## config.mk

```make
export PLATFORM = sky130hd
export DESIGN_NAME = fetch_sequencer
export DESIGN_NICKNAME = d
export VERILOG_FILES = /design/src/rtl/fetch_sequencer.sv
export SDC_FILE = /design/constraint.sdc
export NUM_CORES = 1
export LEC_CHECK = 0
export ABC_AREA = 1
export BUFFER_PORTS_ARGS = -buffer_cell sky130_fd_sc_hd__buf_4
export CORE_UTILIZATION = 45
export CTS_CLUSTER_DIAMETER = 40
export DETAILED_ROUTE_END_ITERATION = 12
export GPL_TIMING_DRIVEN = 1
export PLACE_DENSITY = 0.9
export SYNTH_ARGS = -nofsm -noshare
export SYNTH_HDL_FRONTEND = slang
export SYNTH_SLANG_ARGS = --single-unit
```

## constraint.sdc

```tcl
create_clock -name clk -period 1.5 [get_ports clk]
set_input_delay 0.3 -clock clk [delete_from_list [all_inputs] [get_ports clk]]
set_output_delay 0.3 -clock clk [all_outputs]
set_load 0.1 [all_outputs]
```

## src/rtl/fetch_sequencer.sv

```systemverilog
// fetch_sequencer
// Run/load controller for the instruction-fetch stage. It arbitrates the
// instruction memory between the debug program loader (writes) and the fetch
// path (read address). It walks through IDLE, LOAD, RUN, STEP and HALTED, and
// drives the fetch stall and a one-cycle PC-clear pulse.
//
// Ports
//   clk, reset            clock; asynchronous active-low reset
//   i_load_start/done     open / close a load session
//   i_load_valid/addr/data, o_load_ready   loader word handshake (byte address)
//   i_run, i_step         free-run and single-step commands
//   i_halt_seen           HALT reached the pipeline
//   i_fetch_pc            fetch-stage PC (read address outside LOAD)
//   o_mem_we/addr/wdata   instruction memory port
//   o_fetch_stall         registered PC hold
//   o_pc_clear            registered one-cycle PC reload pulse
//   o_state               IDLE=0 LOAD=1 RUN=2 STEP=3 HALTED=4
//   o_load_count          words written this session (saturating)
//   o_load_error          sticky rejected-write flag
//   o_run_cycles          stall-free cycles since the last load start
module fetch_sequencer #(
  parameter int ADDR_WIDTH = 8,
  parameter int DATA_WIDTH = 32
) (
  input  logic                  clk,
  input  logic                  reset,
  input  logic                  i_load_start,
  input  logic                  i_load_done,
  input  logic                  i_load_valid,
  output logic                  o_load_ready,
  input  logic [31:0]           i_load_addr,
  input  logic [DATA_WIDTH-1:0] i_load_data,
  input  logic                  i_run,
  input  logic                  i_step,
  input  logic                  i_halt_seen,
  input  logic [31:0]           i_fetch_pc,
  output logic                  o_mem_we,
  output logic [ADDR_WIDTH-1:0] o_mem_addr,
  output logic [DATA_WIDTH-1:0] o_mem_wdata,
  output logic                  o_fetch_stall,
  output logic                  o_pc_clear,
  output logic [2:0]            o_state,
  output logic [ADDR_WIDTH:0]   o_load_count,
  output logic                  o_load_error,
  output logic [31:0]           o_run_cycles
);

  localparam logic [2:0] ST_IDLE   = 3'd0;
  localparam logic [2:0] ST_LOAD   = 3'd1;
  localparam logic [2:0] ST_RUN    = 3'd2;
  localparam logic [2:0] ST_STEP   = 3'd3;
  localparam logic [2:0] ST_HALTED = 3'd4;

  localparam logic [ADDR_WIDTH:0] COUNT_MAX = {1'b1, {ADDR_WIDTH{1'b0}}};

  logic [2:0]          state;
  logic [2:0]          state_nxt;
  logic                step_prev;
  logic                step_rise;
  logic                addr_ok;
  logic                wr_accept;
  logic                session_start;
  logic                load_exit_p1;
  logic                stall_q;
  logic                pc_clear_q;
  logic [ADDR_WIDTH:0] load_count;
  logic                load_error;
  logic [31:0]         run_cycles;

  // Only the word-address bits of the fetch PC select a memory word.
  logic unused_pc_bits;
  assign unused_pc_bits = ^{i_fetch_pc[31:ADDR_WIDTH+2], i_fetch_pc[1:0]};

  assign step_rise     = i_step & ~step_prev;
  assign addr_ok       = (i_load_addr[1:0] == 2'b00) &&
                         ((i_load_addr >> (ADDR_WIDTH + 2)) == 32'd0);
  assign wr_accept     = (state == ST_LOAD) && i_load_valid && addr_ok;
  assign session_start = ((state == ST_IDLE) || (state == ST_HALTED)) && i_load_start;

  always_comb begin
    state_nxt = state;
    case (state)
      ST_IDLE: begin
        if (i_load_start)   state_nxt = ST_LOAD;
        else if (i_run)     state_nxt = ST_RUN;
        else if (step_rise) state_nxt = ST_STEP;
      end
      ST_LOAD:   if (i_load_done) state_nxt = ST_IDLE;
      ST_RUN:    if (i_halt_seen) state_nxt = ST_HALTED;
      ST_STEP:   state_nxt = i_halt_seen ? ST_HALTED : ST_IDLE;
      ST_HALTED: if (i_load_start) state_nxt = ST_LOAD;
      default:   state_nxt = ST_IDLE;
    endcase
  end

  // Stage p0: state, session counters and step edge detector
  always_ff @(posedge clk or negedge reset) begin
    if (!reset) begin
      state      <= ST_IDLE;
      step_prev  <= 1'b0;
      load_count <= '0;
      load_error <= 1'b0;
      run_cycles <= 32'd0;
    end else begin
      state     <= state_nxt;
      step_prev <= i_step;
      if (session_start) begin
        load_count <= '0;
        load_error <= 1'b0;
        run_cycles <= 32'd0;
      end else begin
        if (wr_accept && (load_count != COUNT_MAX))
          load_count <= load_count + (ADDR_WIDTH+1)'(1);
        if ((state == ST_LOAD) && i_load_valid && !addr_ok)
          load_error <= 1'b1;
        if ((state == ST_RUN) || (state == ST_STEP))
          run_cycles <= run_cycles + 32'd1;
      end
    end
  end

  // Stage p1: stall and PC-clear lag the state by one cycle
  always_ff @(posedge clk or negedge reset) begin
    if (!reset) begin
      stall_q      <= 1'b1;
      load_exit_p1 <= 1'b0;
      pc_clear_q   <= 1'b0;
    end else begin
      stall_q      <= !((state == ST_RUN) || (state == ST_STEP));
      load_exit_p1 <= (state == ST_LOAD) && i_load_done;
      pc_clear_q   <= load_exit_p1;
    end
  end

  assign o_load_ready  = (state == ST_LOAD);
  assign o_mem_we      = wr_accept;
  assign o_mem_addr    = (state == ST_LOAD) ? i_load_addr[ADDR_WIDTH+1:2]
                                            : i_fetch_pc[ADDR_WIDTH+1:2];
  assign o_mem_wdata   = (state == ST_LOAD) ? i_load_data : '0;
  assign o_fetch_stall = stall_q;
  assign o_pc_clear    = pc_clear_q;
  assign o_state       = state;
  assign o_load_count  = load_count;
  assign o_load_error  = load_error;
  assign o_run_cycles  = run_cycles;

endmodule

```

==> results of run 1 <==
==> cells by family after synthesis <==
group	Yosys count	share of synthesized area
AO/OA/AOI/OAI	31	0.0460
buffers and inverters	98	0.109
AND/OR/NAND/NOR	357	0.462
adder cells (fa/ha/maj)	3	0.0108
flip-flops	49	0.353
XOR/XNOR	8	0.0201
==> what timing repair did <==
action | CTS
gates cloned | 6
endpoints found under the hold margin | 0
setup endpoints to repair | 70
pin swaps | 24
gates resized for setup | 173
buffers inserted | 10
hold buffers | 0
==> metrics by stage <==
stage	std cells	TNS, ns	hold WS (ns)	setup slack [ns]	util
after floorplan	546	-26.09	0.00441	-0.538	-
after global placement	826	-7.93	0.338	-0.218	0.748
after detailed placement	826	-10.31	0.336	-0.261	0.748
after CTS	850	-24.49	0.0377	-0.508	0.885
==> layer usage <==
metal	GRT overflow	track usage
met1	1	0.806
met2	298	1.15
met3	0	0.667
met4	126	1.06
met5	0	0.103
==> cells in the mapped netlist (2+ instances only) <==
library cell and count:
inv_2 5, nor2_8 3, clkbuf_1 4, nand3_2 3
a21oi_1 14, nand4_1 12, nor2_4 4, xor2_1 8
o21ai_0 12, nand2_1 151, nand3_1 38, nand2_4 2
o21ai_1 3, dfrtp_1 48, ha_1 3, nor3_1 7
nor2_2 8, nand2_2 6, nor2_1 119, inv_1 82
buf_2 4
==> impl_metrics.toml, run 1 <==
[synth]
syn_nets = 653
synth_edf_count = 0
synth_top_area_frac = 0.345
ys_warn_count = 0
synth_area_leader_cell = "dfrtp_1"
synthTopCellsByArea = "dfrtp_1 (35%), nand2_1 (16%), nor2_1 (13%)"
ys_seq_area_frac = 0.353
async_flop_share = 1.00
syn_area_um2 = 3480
yosys_most_used_dff = "dfrtp_1"
synth_cells = 546
ys_types = 31
syn_area_per_cell_um2 = 6.38
ys_ff_latch = 49

[status]
error_line = "[ERROR GRT-0232] Routing congestion too high. Check the congestion heatmap in the GUI."
failing_step = "global routing (5_1_grt)"
status = "did not finish"

[placement]
port_buffers = 168
dp_hpwl_um = 9580
dpl_cell_area_um2 = 5510
gp_congestion = 0.929

[floorplan]
die_w_um = 90.0
initial_core_util = 0.472
ios = 193
die_y_um = 90.0
floorplan.rows = 31

[grt]
grt_max_degree = 50
overflow = 425
grt_usage = 0.889

[clock_tree]
numCtsBuffers = 5
clockBufferDepth = 2
cts-root-buf = "clkbuf_8"
htreeDepth = 2
clkSinkCount = 49

[timing]
grt-worst-endpoint = "o_mem_we"
worstEpCategory = "output port"
==> inputs of run 2 (changes only) <==
--- a/config.mk
+++ b/config.mk
@@ -7,11 +7,10 @@
 export LEC_CHECK = 0
 export ABC_AREA = 1
 export BUFFER_PORTS_ARGS = -buffer_cell sky130_fd_sc_hd__buf_4
-export CORE_UTILIZATION = 45
-export CTS_CLUSTER_DIAMETER = 40
+export CORE_UTILIZATION = 40
 export DETAILED_ROUTE_END_ITERATION = 12
 export GPL_TIMING_DRIVEN = 1
-export PLACE_DENSITY = 0.9
+export PLACE_DENSITY_LB_ADDON = 0.15
 export SYNTH_ARGS = -nofsm -noshare
 export SYNTH_HDL_FRONTEND = slang
 export SYNTH_SLANG_ARGS = --single-unit
==> impl_metrics.toml, run 2 <==
[status]
status = "finished with violations"
failed_checks = "negative setup slack"

[flow_run]
maxCapViolations = 0

[clock_tree]
cts_tree = "built"
numCtsBuffers = 5
clkSinkCount = 49
clock_latency_ns = 0.30
cts-root-buf = "clkbuf_8"
clkTransAtPathRegs_ns = 0.10
clockBufferDepth = 2
htreeDepth = 2
postCtsHoldBufs = 0

[grt]
grt.met1_usage = 0.315
grt_max_degree = 50
met2_usage = 0.487
grt_usage = 0.263
grtUsageMet3 = 0.0423
antenna_found_initial = 0
grt_pass1_vias = 3955
grt_pass1_wl_um = 18800
overflow = 0
busiest_layer = "met2"

[timing]
tns_ns = -32.27
period_share = 1.39
setup_viol_count_final = 88
relSlewSlack = 0.554
final-hold-violation-count = 0
skew_ns = 0.00681
fin_ws_ns = -0.581
worstMarginPinSlew_ns = 0.669
drv_slew = 0
rsz0062_at_grt = "true"
fin_crit_ns = 2.08
max_freq_mhz = 481

[synth]
syn_area_um2 = 3480
ys_types = 31
synth_area_leader_cell = "dfrtp_1"
ys_seq_area_frac = 0.353
syn_area_per_cell_um2 = 6.38
synth_cells = 546
synth.most_common_cell = "nand2_1"
async_flop_share = 1.00
syn_nets = 653
synth_edf_count = 0
synthTopCellsByArea = "dfrtp_1 (35%), nand2_1 (16%), nor2_1 (13%)"
ys_ff_latch = 49
synth_top_area_frac = 0.345
yosys_most_used_dff = "dfrtp_1"
ys_warn_count = 0
synthTopCellsByCount = "nand2_1 (151), nor2_1 (119), inv_1 (82), dfrtp_1 (48), nand3_1 (38)"

[placement]
dp_hpwl_um = 8210
port_buffers = 168
gp_congestion = 0.898
dp_slack_ns = -0.257
placed_cells = 839

[critical_path]
crit_required_ns = 1.20
worstSetupStartpointType = "flop"
rr_endpoint = "o_run_cycles[9]"
cp_max_fo = 6
arrival_ns = 1.78
reg2reg_slack_ns = -0.35
r2r_start = "o_state[2]"
endpoint_kind = "output pin"
r2r_cells = 12
crit_type = "flop to output pin"

[floorplan]
initial_core_util = 0.419
core_area_um2 = 8300
dieArea_um2 = 9080
floorplan.rows = 33
die_y_um = 95.3
ios = 193
die_w_um = 95.3

[layout]
mostFrequentLayoutCell = "buf_4"
layout-drive-gt1-share = 0.520
syn_to_final_growth_pct = 94.6
postLayoutCoreUtil = 0.816
final_cell_mix = "buf_4 (148), nand2_1 (122), nor2_1 (79), inv_1 (78), buf_12 (48)"
largest_register_ff_count = 32
num-nets-final = 867
diodes = 0
layoutNonFillerInstCount = 866

[drt]
wire_per_inst_um = 16.2
route.detailed.drc = 0
firstDrtPassIters = 5
vias_per_cell = 5.14
ant_nets = 0
num_vias = 4454
drtIter0Drc = 192
wl_um = 14000

[min_path]
min_path_type = "input port to asynchronous set/reset pin"

[pwr]
power.density_nw_per_um2 = 1720
p_leak_nw = 3.21
finalPower_w = 0.0116
ir_worst_vdd_v = 0.000942
## run 2: worst max-delay path: stages (launching register included)
cell	delay, ns
dfrtp_4	0.50
nor3_4	0.28
inv_4	0.13
buf_4	0.22
nor2_4	0.14
buf_12	0.20
## run 2: through the flow
stage | instance area, um2 | hold slack [ns]
after floorplan | 4040 | 0.00441
after global placement | 5570 | 0.333
after detailed placement | 5570 | 0.347
after CTS | 6370 | 0.0383
after global routing | 6770 | 0.0731
final | 6770 | 0.0216
## run 2: cell type report
class / count / area, um2
multi-input combinational: 400 / 2520
timing repair buffer: 215 / 2320
fill: 484 / 1530
sequential: 49 / 1340
inverter: 89 / 367
tap: 105 / 131
clock buffer: 7 / 96.3
clock inverter: 1 / 5.00
## run 2: metal layers
metal  vias to the layer above  routed length [um]
li1                       2097                   -
met1                      2132                5110
met2                       190                7530
met3                        35                 905
met4                         0                 493
met5                         -                   0
## run 2: worst max path at each step
stage                               start         endpoint  slack [ns]
after global routing           o_state[1]  o_mem_wdata[15]       -0.61
after detailed placement       o_state[2]    o_mem_addr[2]       -0.26
after global placement    i_load_addr[29]         o_mem_we       -0.19
after CTS                      o_state[2]  o_mem_wdata[21]       -0.50
final                          o_state[1]  o_mem_wdata[15]       -0.58
after floorplan                o_state[2]  o_mem_wdata[10]       -0.54
## run 2: what timing repair did
item                                    4_1_cts  5_1_grt
pin swaps                                    11       15
endpoints found under the setup margin       74       87
resized for setup                           157       78
cloned                                        2        2
hold endpoints to repair                      0        0
setup buffers                                 8       12
## run 2: where the power goes
part           switching, W  total [W]  internal [W]
Clock              0.000461   0.000880      0.000418
Combinational       0.00596    0.00916       0.00319
Sequential         0.000130    0.00160       0.00147
## run 2: cell families after synthesis
logic type	synth area share
xor+xnor	0.0201
compound gates	0.0460
fa+ha+maj	0.0108
simple gates	0.462
flops	0.353
buf+inv	0.109
No activity file was read; power rests on OpenSTA's default activity.
==> inputs of run 3 (changes only) <==
--- a/config.mk
+++ b/config.mk
@@ -11,6 +11,7 @@
 export DETAILED_ROUTE_END_ITERATION = 12
 export GPL_TIMING_DRIVEN = 1
 export PLACE_DENSITY_LB_ADDON = 0.15
+export RECOVER_POWER = 50
 export SYNTH_ARGS = -nofsm -noshare
 export SYNTH_HDL_FRONTEND = slang
 export SYNTH_SLANG_ARGS = --single-unit
==> impl_metrics.toml, run 3 (synthesis results as in run 2) <==
[status]
status = "finished with violations"
failed_checks = "negative setup slack"

[critical_path]
worstSetupStartpointType = "flop"
r2r_start = "o_state[2]"
crit_required_ns = 1.20
endpoint_kind = "output pin"
reg2reg_slack_ns = -0.35
r2r_cells = 12
cp-startpoint = "o_state[1]"
rr_endpoint = "o_run_cycles[9]"
cp_max_fo = 6
arrival_ns = 1.78
cp-endpoint = "o_mem_wdata[15]"
crit_type = "flop to output pin"

[layout]
layout-drive-gt1-share = 0.519
mostFrequentLayoutCell = "buf_4"
num-nets-final = 867
diodes = 0
fillers = 486
largest_register_ff_count = 32
final_cell_mix = "buf_4 (146), nand2_1 (122), nor2_1 (79), inv_1 (78), buf_12 (48)"
syn_to_final_growth_pct = 94.4

[pwr]
p_leak_nw = 3.20
p_comb_frac = 0.787
p_clk_frac = 0.076
ir_worst_vdd_v = 0.000943
finalPower_w = 0.0116
internal_power_w = 0.00508
power_frac_seq = 0.138
netSwitchingPower_w = 0.00656
power.density_nw_per_um2 = 1720
switching_share = 0.563

[clock_tree]
htreeDepth = 2
cts_tree = "built"
clockBufferDepth = 2
clkSinkCount = 49
cts-root-buf = "clkbuf_8"
clkTransAtPathRegs_ns = 0.10
numCtsBuffers = 5
clock_latency_ns = 0.30

[timing]
final-hold-violation-count = 0
rsz0062_at_grt = "true"
period_share = 1.39
fin_ws_ns = -0.579
whs_ns = 0.133
relSlewSlack = 0.127
max_freq_mhz = 481
tns_ns = -32.20
drv_slew = 0
fin_crit_ns = 2.08
skew_ns = 0.00698
setup_viol_count_final = 88
worstMarginPinSlew_ns = 1.31

[drt]
drtIter0Drc = 192
firstDrtPassIters = 5
wl_um = 14100
vias_per_cell = 5.14
route.detailed.drc = 0
wire_per_inst_um = 16.2
ant_nets = 0
num_vias = 4447

[floorplan]
floorplan.rows = 33
ios = 193
die_y_um = 95.3
dieArea_um2 = 9080
core_area_um2 = 8300
initial_core_util = 0.419
die_w_um = 95.3

[grt]
grt_max_degree = 50
overflow = 0
grt.met1_usage = 0.315
grt_usage = 0.263
grtUsageMet3 = 0.0423
met2_usage = 0.487
antenna_found_initial = 0
busiest_layer = "met2"
grt_pass1_wl_um = 18800
grt_pass1_vias = 3955

[placement]
gp_congestion = 0.898
port_buffers = 168
dp_hpwl_um = 8210

[flow_run]
maxCapViolations = 0

[min_path]
min_path_type = "input port to flop"
[run 3: cell types whose count changed in the layout (fill, tap and decap cells not counted)]
| cell | delta |
|---|---|
| clkbuf_2 | +1 |
| buf_4 | -2 |
| clkbuf_1 | +1 |
[run 3: worst min path at each step]
stage,startpoint,to,slack (ns),cells after the start
after floorplan,reset,load_exit_p1,0.004,0
after global placement,load_exit_p1,o_pc_clear,0.33,0
after detailed placement,load_exit_p1,o_pc_clear,0.35,0
after CTS,reset,o_run_cycles[19],0.04,1
after global routing,i_step,step_prev,0.13,1
final,i_step,step_prev,0.13,1
[run 3: cell type report]
type	instances	area [um2]	share of cell area
Multi-Input combinational cell	400	2520	0.373
Tap cell	105	131	0.0194
Timing Repair Buffer	215	2310	0.341
Sequential cell	49	1340	0.197
Inverter	89	367	0.0542
Clock buffer	7	96.3	0.0142
Clock inverter	1	5.00	0.000740
[run 3: repair_timing]
action,CTS,global route
buffers inserted,8,12
gates resized for setup,157,78
hold buffers,0,0
pin swaps,11,15
cloned,2,2
setup endpoints to repair,74,87
[run 3: power by group through the flow]
stage	clock network (W)	registers [W]	logic, W
after floorplan	0	0.00229	0.00472
after global placement	0	0.00161	0.00664
after detailed placement	0	0.00162	0.00670
after CTS	0.000892	0.00159	0.00811
after global routing	0.000936	0.00161	0.00942
final	0.000880	0.00160	0.00915
[run 3: worst max-delay path: stages (launching register included)]
cell     delay (ns)
dfrtp_4        0.50
nor3_4         0.28
inv_4          0.13
buf_4          0.22
nor2_4         0.14
buf_12         0.20
[run 3: per-layer routing]
layer  wire, um  up-vias
li1           -     2097
met4        493        0
met5          0        -
met2       7520      192
met3        923       35
met1       5120     2123
[run 3: per-stage QoR]
stage | instances | utilization | instance area [um2] | setup slack [ns]
finish | 866 | 0.815 | 6770 | -0.579
global route | 866 | 0.815 | 6770 | -0.606
global placement | 839 | 0.671 | 5570 | -0.194
CTS | 857 | 0.767 | 6370 | -0.503
floorplan | 546 | - | 4040 | -0.538
detailed placement | 839 | 0.671 | 5570 | -0.257
==> inputs of run 4 (changes only) <==
--- a/config.mk
+++ b/config.mk
@@ -9,8 +9,9 @@
 export BUFFER_PORTS_ARGS = -buffer_cell sky130_fd_sc_hd__buf_4
 export CORE_UTILIZATION = 40
 export DETAILED_ROUTE_END_ITERATION = 12
+export GPL_ROUTABILITY_DRIVEN = 0
 export GPL_TIMING_DRIVEN = 1
-export PLACE_DENSITY_LB_ADDON = 0.15
+export PLACE_DENSITY = 0.73
 export RECOVER_POWER = 50
 export SYNTH_ARGS = -nofsm -noshare
 export SYNTH_HDL_FRONTEND = slang
==> impl_metrics.toml, run 4 (synthesis results as in run 2) <==
[status]
status = "finished with violations"
failed_checks = "negative setup slack"

[floorplan]
ios = 193
core_area_um2 = 8300
floorplan.rows = 33
initial_core_util = 0.419
die_w_um = 95.3
dieArea_um2 = 9080
die_y_um = 95.3

[drt]
ant_nets = 0
firstDrtPassIters = 5
drtIter0Drc = 223
wire_per_inst_um = 16.4
num_vias = 4469
wl_um = 14400
route.detailed.drc = 0
vias_per_cell = 5.10

[grt]
grt_max_degree = 31
antenna_found_initial = 0
grt_usage = 0.290
overflow = 0
grt_pass1_wl_um = 20500
grt_pass1_vias = 4298

[pwr]
switching_share = 0.553
p_leak_nw = 3.31
power_frac_seq = 0.133
ir_worst_vdd_v = 0.000925
p_clk_frac = 0.083
p_comb_frac = 0.784
netSwitchingPower_w = 0.00660
internal_power_w = 0.00534
power.density_nw_per_um2 = 1700

[critical_path]
cp_max_fo = 5
arrival_ns = 1.74
reg2reg_slack_ns = -0.19
r2r_start = "o_state[2]"
cp-startpoint = "o_state[2]"
crit_required_ns = 1.20
worstSetupStartpointType = "flop"
rr_endpoint = "o_run_cycles[15]"
crit_type = "flop to output pin"
r2r_cells = 11
cp-endpoint = "o_mem_addr[5]"
endpoint_kind = "output pin"

[timing]
worstMarginPinSlew_ns = 0.507
period_share = 1.36
setup_viol_count_final = 80
final-hold-violation-count = 0
fin_ws_ns = -0.539
max_freq_mhz = 490
tns_ns = -23.93
skew_ns = 0.0132
drv_slew = 0
relSlewSlack = 0.662
fin_crit_ns = 2.04
rsz0062_at_grt = "true"

[layout]
final_cell_mix = "buf_4 (152), nand2_1 (115), inv_1 (77), nor2_1 (71), buf_12 (48)"
diodes = 0
mostFrequentLayoutCell = "buf_4"
postLayoutCoreUtil = 0.845
syn_to_final_growth_pct = 102
layout-drive-gt1-share = 0.551
largest_register_ff_count = 32
num-nets-final = 878
final_area_um2 = 7020

[placement]
dp_hpwl_um = 8580
dp_slack_ns = -0.227
dpl_cell_area_um2 = 5590
port_buffers = 168

[clock_tree]
cts_tree = "built"
clockBufferDepth = 2
cts-root-buf = "clkbuf_8"
clock_latency_ns = 0.31
clkTransAtPathRegs_ns = 0.11
htreeDepth = 2
clkSinkCount = 49
numCtsBuffers = 5

[flow_run]
maxCapViolations = 0

[min_path]
min_path_type = "input port to flop"
-- run 4: cell types whose count changed in the layout (fill, tap and decap cells not counted), moves of 4 or more --
| cell | previous run | this run |
|---|---|---|
| nor2_1 | 79 | 71 |
| nand2_1 | 122 | 115 |
| buf_4 | 146 | 152 |
| nand2_4 | 12 | 18 |
| nor2_2 | 9 | 15 |
| nand3_2 | 16 | 11 |
| o21ai_1 | 8 | 3 |
| buf_16 | 0 | 4 |
| nand3_1 | 22 | 26 |
| o21ai_2 | 4 | 8 |
-- run 4: power groups by stage --
| stage | registers (W) | logic [W] | clock network (W) |
|---|---|---|---|
| 5_1_grt | 0.00160 | 0.00965 | 0.00106 |
| 3_3_place_gp | 0.00162 | 0.00667 | 0 |
| 4_1_cts | 0.00159 | 0.00862 | 0.00100 |
| 6_report | 0.00159 | 0.00935 | 0.000993 |
| 3_5_place_dp | 0.00162 | 0.00674 | 0 |
| 2_1_floorplan | 0.00229 | 0.00472 | 0 |
-- run 4: repair_timing --
action | CTS | global route
hold buffers | 1 | 0
hold endpoints to repair | 19 | 0
pin swaps | 18 | 41
gates cloned | 6 | 2
setup endpoints to repair | 69 | 90
resized for setup | 171 | 93
buffers inserted | 12 | 16
-- run 4: worst min-delay path by stage --
| stage | startpoint | to | cells past startpoint |
|---|---|---|---|
| 2_1_floorplan | reset | load_exit_p1 | 0 |
| 3_3_place_gp | reset | o_run_cycles[15] | 1 |
| 3_5_place_dp | reset | o_run_cycles[15] | 1 |
| 4_1_cts | i_step | step_prev | 1 |
| 5_1_grt | i_step | step_prev | 1 |
| 6_report | i_step | step_prev | 1 |
-- run 4: cell type report --
cell class	count	area, um2
fill	454	1280
tap	105	131
timing repair buffer	226	2480
inverter	89	374
clock buffer	5	68.8
clock inverter	3	43.8
sequential	49	1340
multi-input combinational	400	2580
-- run 4: critical path, stage by stage (launching register included) --
cell and delay, ns:
dfrtp_4 0.50, nor3_4 0.29, buf_6 0.15, buf_6 0.11, nand2_1 0.11, nand2_4 0.11
buf_12 0.17
-- run 4: per-stage QoR --
step,total power (W),std cells,hold WS (ns)
finish,0.0119,877,0.123
global route,0.0123,877,0.104
CTS,0.0112,865,0.0970
detailed placement,0.00836,838,0.204
global placement,0.00829,838,0.207
floorplan,0.00702,546,0.00441
-- run 4: metal layers --
metal	vias to the layer above	GRT usage	wire (um)
li1	2129	-	-
met1	2116	0.332	5270
met2	190	0.536	7710
met3	34	0.0574	981
met4	0	0.0909	407
met5	-	0	0
